--- config.mk ---
export PLATFORM = sky130hd
export DESIGN_NAME = pe_array_feeder
export DESIGN_NICKNAME = d
export VERILOG_FILES = /design/src/rtl/pe_array_pkg.sv /design/src/rtl/pe_vec_assembler.sv /design/src/rtl/pe_array_feeder.sv
export SDC_FILE = /design/constraint.sdc
export NUM_CORES = 2
export LEC_CHECK = 0
export CORE_ASPECT_RATIO = 0.7
export CORE_MARGIN = 2
export CORE_UTILIZATION = 25
export DETAILED_ROUTE_END_ITERATION = 16
export GPL_ROUTABILITY_DRIVEN = 1
export PLACE_DENSITY_LB_ADDON = 0.15
export SYNTH_ARGS = -nofsm -noshare
export SYNTH_HDL_FRONTEND = slang
export SYNTH_SLANG_ARGS = --single-unit
--- constraint.sdc ---
create_clock -name clk_p -period 79.5 [get_ports clk_p]
set_input_delay 11.925 -clock clk_p [delete_from_list [all_inputs] [get_ports clk_p]]
set_output_delay 11.925 -clock clk_p [all_outputs]
set_load 0.01 [all_outputs]
--- src/rtl/pe_array_pkg.sv ---
// Shared constants and state type for the PE array operand feeder.
package pe_array_pkg;

  localparam int unsigned NUM_ROW    = 128;
  localparam int unsigned NUM_COL    = 64;
  localparam int unsigned WIDTH_DATA = 8;
  localparam int unsigned BEAT_W     = 64;
  localparam int unsigned CNT_W      = 16;

  localparam int unsigned ROW_W   = NUM_ROW * WIDTH_DATA;
  localparam int unsigned COL_W   = NUM_COL * WIDTH_DATA;
  localparam int unsigned VEC_W   = (ROW_W > COL_W) ? ROW_W : COL_W;
  localparam int unsigned BPV_ROW = ROW_W / BEAT_W;
  localparam int unsigned BPV_COL = COL_W / BEAT_W;
  localparam int unsigned BPV_MAX = VEC_W / BEAT_W;
  localparam int unsigned BCNT_W  = $clog2(BPV_MAX + 1);

  typedef enum logic [1:0] {
    IDLE,
    FILL,
    DRAIN
  } state_e;

endpackage

--- src/rtl/pe_vec_assembler.sv ---
// Gathers input beats into one vector; holds a completed vector while the
// output register is still occupied.
module pe_vec_assembler
  import pe_array_pkg::*;
(
  input  logic              clk_i,
  input  logic              rst_i,
  input  logic              clear_i,
  input  logic              mode_col_i,
  input  logic              beat_fire_i,
  input  logic [BEAT_W-1:0] beat_i,
  input  logic              take_i,
  input  logic              release_i,
  output logic [VEC_W-1:0]  vec_o,
  output logic              last_o,
  output logic              asm_full_o
);

  logic [BCNT_W-1:0] cnt_q, cnt_d, bpv_m1;
  logic [VEC_W-1:0]  buf_q, merged;
  logic              full_q;

  assign bpv_m1     = mode_col_i ? BCNT_W'(BPV_COL - 1) : BCNT_W'(BPV_ROW - 1);
  assign last_o     = beat_fire_i && (cnt_q == bpv_m1);
  assign cnt_d      = last_o ? '0 : cnt_q + BCNT_W'(1);
  assign asm_full_o = full_q;
  assign vec_o      = merged;

  // Stored beats with the current beat overlaid, so the final beat can reach
  // the output register in the same cycle it arrives.
  always_comb begin
    merged = buf_q;
    if (beat_fire_i) begin
      for (int unsigned k = 0; k < BPV_MAX; k++) begin
        if (cnt_q == BCNT_W'(k)) merged[k*BEAT_W +: BEAT_W] = beat_i;
      end
    end
  end

  // Beat counter, assembly buffer and full flag.
  always_ff @(posedge clk_i or posedge rst_i) begin
    if (rst_i) begin
      cnt_q  <= '0;
      buf_q  <= '0;
      full_q <= 1'b0;
    end else if (clear_i) begin
      cnt_q  <= '0;
      full_q <= 1'b0;
    end else begin
      if (beat_fire_i) begin
        buf_q <= merged;
        cnt_q <= cnt_d;
      end
      if (last_o && !take_i) full_q <= 1'b1;
      else if (release_i)    full_q <= 1'b0;
    end
  end

endmodule

--- src/rtl/pe_array_feeder.sv ---
// Assembles row/column operand vectors from a beat stream and presents them
// to the PE array over a valid/ready handshake.
module pe_array_feeder
  import pe_array_pkg::*;
(
  input  logic             clk_p,
  input  logic             rst_p,
  input  logic             start,
  input  logic             mode_col,
  input  logic [CNT_W-1:0] num_vec,
  input  logic [BEAT_W-1:0] in_data,
  input  logic             in_valid,
  output logic             in_ready,
  output logic [ROW_W-1:0] data_row,
  output logic [COL_W-1:0] data_col,
  output logic             r_c_sel,
  output logic             out_valid,
  input  logic             out_ready,
  output logic             busy,
  output logic             done,
  output logic [CNT_W-1:0] vec_idx
);

  state_e           state_q;
  logic             mode_q, sel_q, busy_q, done_q, out_valid_q;
  logic [CNT_W-1:0] num_q, asm_cnt_q, asm_cnt_d, idx_q;
  logic [ROW_W-1:0] row_q;
  logic [COL_W-1:0] col_q;

  logic [VEC_W-1:0] asm_vec;
  logic             last_beat, asm_full, beat_fire, out_hs, out_free;
  logic             take, release_v, load, clear;

  assign in_ready  = (state_q == FILL) && !asm_full && (asm_cnt_q != num_q);
  assign beat_fire = in_valid && in_ready;
  assign out_hs    = out_valid_q && out_ready;
  assign out_free  = !out_valid_q || out_ready;
  assign take      = last_beat && out_free;
  assign release_v = asm_full && out_hs;
  assign load      = take || release_v;
  assign clear     = (state_q == IDLE) && start && (num_vec != '0);
  assign asm_cnt_d = asm_cnt_q + CNT_W'(1);

  assign data_row  = row_q;
  assign data_col  = col_q;
  assign r_c_sel   = sel_q;
  assign out_valid = out_valid_q;
  assign busy      = busy_q;
  assign done      = done_q;
  assign vec_idx   = idx_q;

  pe_vec_assembler u_asm (
    .clk_i       (clk_p),
    .rst_i       (rst_p),
    .clear_i     (clear),
    .mode_col_i  (mode_q),
    .beat_fire_i (beat_fire),
    .beat_i      (in_data),
    .take_i      (take),
    .release_i   (release_v),
    .vec_o       (asm_vec),
    .last_o      (last_beat),
    .asm_full_o  (asm_full)
  );

  // Job FSM, output register and job counters.
  always_ff @(posedge clk_p or posedge rst_p) begin
    if (rst_p) begin
      state_q     <= IDLE;
      mode_q      <= 1'b0;
      sel_q       <= 1'b0;
      busy_q      <= 1'b0;
      done_q      <= 1'b0;
      out_valid_q <= 1'b0;
      num_q       <= '0;
      asm_cnt_q   <= '0;
      idx_q       <= '0;
      row_q       <= '0;
      col_q       <= '0;
    end else begin
      done_q <= 1'b0;
      // A direct load and a buffer release never coincide: in_ready is low
      // while the assembler holds a vector.
      if (load) begin
        out_valid_q <= 1'b1;
        if (mode_q) begin
          col_q <= asm_vec[COL_W-1:0];
          row_q <= '0;
        end else begin
          row_q <= asm_vec[ROW_W-1:0];
          col_q <= '0;
        end
      end else if (out_hs) begin
        out_valid_q <= 1'b0;
      end
      if (out_hs) idx_q <= idx_q + CNT_W'(1);

      case (state_q)
        IDLE: begin
          if (start) begin
            if (num_vec != '0) begin
              mode_q    <= mode_col;
              sel_q     <= mode_col;
              num_q     <= num_vec;
              asm_cnt_q <= '0;
              idx_q     <= '0;
              busy_q    <= 1'b1;
              state_q   <= FILL;
            end else begin
              done_q <= 1'b1;
            end
          end
        end
        FILL: begin
          if (last_beat) begin
            asm_cnt_q <= asm_cnt_d;
            if (asm_cnt_d == num_q) state_q <= DRAIN;
          end
        end
        DRAIN: begin
          if (out_hs && !asm_full) begin
            done_q  <= 1'b1;
            busy_q  <= 1'b0;
            state_q <= IDLE;
          end
        end
        default: state_q <= IDLE;
      endcase
    end
  end

endmodule

==> run_results.csv <==
group,metric,value,unit
floorplanning,die_w,762.3,um
run_status,status,"finished, final reports clean",
clock_tree,cts_root_buf,"clkbuf_16",
sta,maxSlewViolCount,0,
clock_tree,cts_setup_buffers,0,
sta,slew_headroom,15.77,%
synthesis,netlist_instances,8255,
synthesis,synth_edf_count,0,
clock_tree,htreeDepth,5,
setup_path,end_kind,"async pin",
setup_path,critPathKind,"in2async",
synthesis,synth-xor-area-share,0.4065,%
synthesis,ys_types,61,
global_route,grt_max_degree,211,
sta,fmax,54.01,MHz
setup_path,critical_path_required,80.40,ns
drt,via_count,71030,
drt,wl,429600,um
clock_tree,clkTransAtPathRegs,0.06,ns
setup_path,cp_cell_sequence,"clkdlybuf4s50_1 -> clkinvlp_4 -> buf_4 -> buf_12 -> buf_4 -> buf_4 -> buf_4 -> buf_4 -> buf_12 -> buf_4",
setup_path,path_buf_inv,10,
synthesis,async_reset_ff_share,100.0,%
floorplanning,start_util,25.17,%
drt,first_pass_iters,7,
synthesis,synth_mux_area_share,11.43,%
floorplanning,dieArea,407700,sq um
drt,avgViaCountPerCell,4.663,
sta,finalSetupTns,0,ns
synthesis,synth-simple-area-share,10.01,%
setup_path,setup.worst_path.start_class,"input pin",
placement,place_congestion,0.8641,
placement,pre_cts_ws,59.77,ns
synthesis,synth_area_per_cell,12.19,sq um
setup_path,cpMaxStageDelayCell,"buf_4",
setup_path,cpMostUsedCell,"buf_4",
drt,drc_errors,0,
sta,worst_slack,60.98,ns
synthesis,synth_seq_cells,2620,
setup_path,critPathTopFamily,"buffers and inverters",
cells_and_area,areaGrowthSynthToFinish,30.31,%
drt,wl_per_cell,28.20,um
power,powerDensity,34.29,nW/um^2
synthesis,syn-num-nets,8348,
cells_and_area,ff_latch_area,65570,sq um
synthesis,synth_top_family_by_area,"multiplexers",
global_route,grt_util_all_layers,20.42,%
cells_and_area,layout_common_cells,"dfrtp_1, nand2_1, clkdlybuf4s50_1",
sta,finalHoldViolCount,0,
clock_tree,cts_sinks,2620,
clock_tree,cts_tree,"done",
synthesis,yosys_warnings,0,
power,fin_total_pwr,4.497,mW
synthesis,netlist_area,100600,sq um
synthesis,synth_fa_ha_area_share,0.08703,%
cells_and_area,drive_gt1_share,18.65,%
clock_tree,clock_latency,0.92,ns
global_route,grt_pass1_vias,72340,
power,ir_drop,23.95,uV
global_route,antenna_found_initial,50,
clock_tree,cts_max_path_buffers,4,
sta,setup_violations,0,
cells_and_area,fin_cells,15230,
floorplanning,fp.coreArea,399800,sq um
sta,rsz0062_at_grt,"false",
global_route,grt_pass1_wl,598100,um
synthesis,synth_ff_type,"dfrtp_1",
setup_path,cpPeakStageDelay,0.87,ns
synthesis,synth_compound_area_share,9.194,%
setup_path,cp_max_fo,157,
clock_tree,cts_inserted_buffers,286,
cells_and_area,layout_commonest_cell,"dfrtp_1",
min_path,hp-class,"reg2reg",
sta,period_share,23.29,%
floorplanning,pin_count,1643,
sta,clock_skew,0.05611,ns
power,p_leak,60.22,nW
sta,max_slew.worst_pin.slew,1.264,ns
flow_run,maxCapViolCount,0,
floorplanning,rows,194,
drt,antenna_left,0,
drt,drt-initial-drc-count,5189,
cells_and_area,multiInputGateArea,31470,sq um
clock_tree,cts_resized,0,
placement,io_buffers,1642,
floorplanning,die_h,534.8,um
setup_path,cp.arrival,19.42,ns
clock_tree,cts_hold_buf,0,
cells_and_area,nets,9795,
cells_and_area,fillers,40010,
sta,min_period,18.52,ns
placement,dpl.hpwl,287700,um
global_route,gr-total-overflow,0,
synthesis,yosysSeqAreaShare,65.15,%
placement,dpl.cell_count,14710,
-- synthesized netlist by cell type (17+ instances only) --
cell type	count	area share, %
mux2_2	782	8.8
xor2_1	23	0.20
dfrtp_1	2620	65
buf_4	56	0.42
a31o_2	349	3.0
nand3_1	183	0.91
a21oi_1	17	0.085
nand2_1	1598	6.0
inv_1	207	0.77
clkbuf_1	298	1.1
o21ai_1	402	2.0
o21ai_0	465	2.3
a22o_1	130	1.1
nor2_1	30	0.11
mux2i_1	193	1.9
mux2_4	50	0.75
a31o_1	39	0.34
xnor2_1	20	0.17
and2_1	388	2.4
buf_2	230	1.1
-- sequential cells by signal (all words and copies together) (netlist names), 2 cells and up --
name / flops
vec_idx: 16
data_row: 1024
u_asm.buf_q: 1024
state_q: 2
asm_cnt_q: 16
num_q: 16
data_col: 512
u_asm.cnt_q: 5
-- per-layer routing --
layer / wire length (um) / track usage (%) / vias to the layer above
li1: - / - / 30880
met1: 181700 / 26.77 / 37460
met2: 201300 / 33.00 / 2212
met3: 32930 / 5.486 / 472
met4: 13520 / 6.186 / 10
met5: 61 / 0 / -
-- kinds of logic (layout without fill, tap and decap cells) --
family | count (synthesis) | after routing
adder cells (fa/ha/maj) | 7 | 7
other | 0 | 25
buffers and inverters | 837 | 2498
AO/OA/AOI/OAI | 1435 | 1435
multiplexers | 1026 | 1026
flip-flops | 2620 | 2620
XOR/XNOR | 45 | 45
AND/OR/NAND/NOR | 2285 | 2285
-- tightest hold or removal path, stage by stage (launching register included) --
cell,delay [ns]
dfrtp_1,0.33
nand2_1,0.05
nand2_1,0.05
-- power by group --
group / switching [mW] / internal, mW
combinational: 0.717 / 0.545
sequential: 0.179 / 1.71
clock: 0.578 / 0.766
total: 1.47 / 3.02
-- cell type report --
cell class | count | share of cell area, %
flip-flops and latches | 2620 | 50.00
multi-input cells | 4798 | 24.00
repair buffers | 1788 | 13.25
clock buffers | 421 | 6.358
well taps | 5292 | 5.049
clock inverters | 81 | 0.6965
inverters | 208 | 0.6039
diodes | 25 | 0.04770
-- through the flow --
step | instance area [sq um] | util [%] | hold slack, ns
after floorplan | 100600 | - | 0.4552
after global placement | 121800 | 30.47 | 0.4505
after detailed placement | 121800 | 30.47 | 0.4563
after CTS | 131100 | 32.79 | 0.4698
after global routing | 131100 | 32.79 | 0.4867
final | 131100 | 32.80 | 0.4614
-- final timing paths --
check | startpoint | end | slack [ns] | depth (start not counted)
max | rst_p | data_row[365] | 60.98 | 10
min | data_col[109] | data_col[109] | 0.46 | 2
max reg2reg | u_asm.cnt_q[3] | data_row[157] | 72.69 | 11
min reg2reg | data_col[109] | data_col[109] | 0.46 | 2
max in group clk_p | in_valid | data_row[157] | 62.13 | 11
min in group asynchronous | rst_p | data_col[275] | 11.54 | 2
Power figures use the tool's default switching activity.
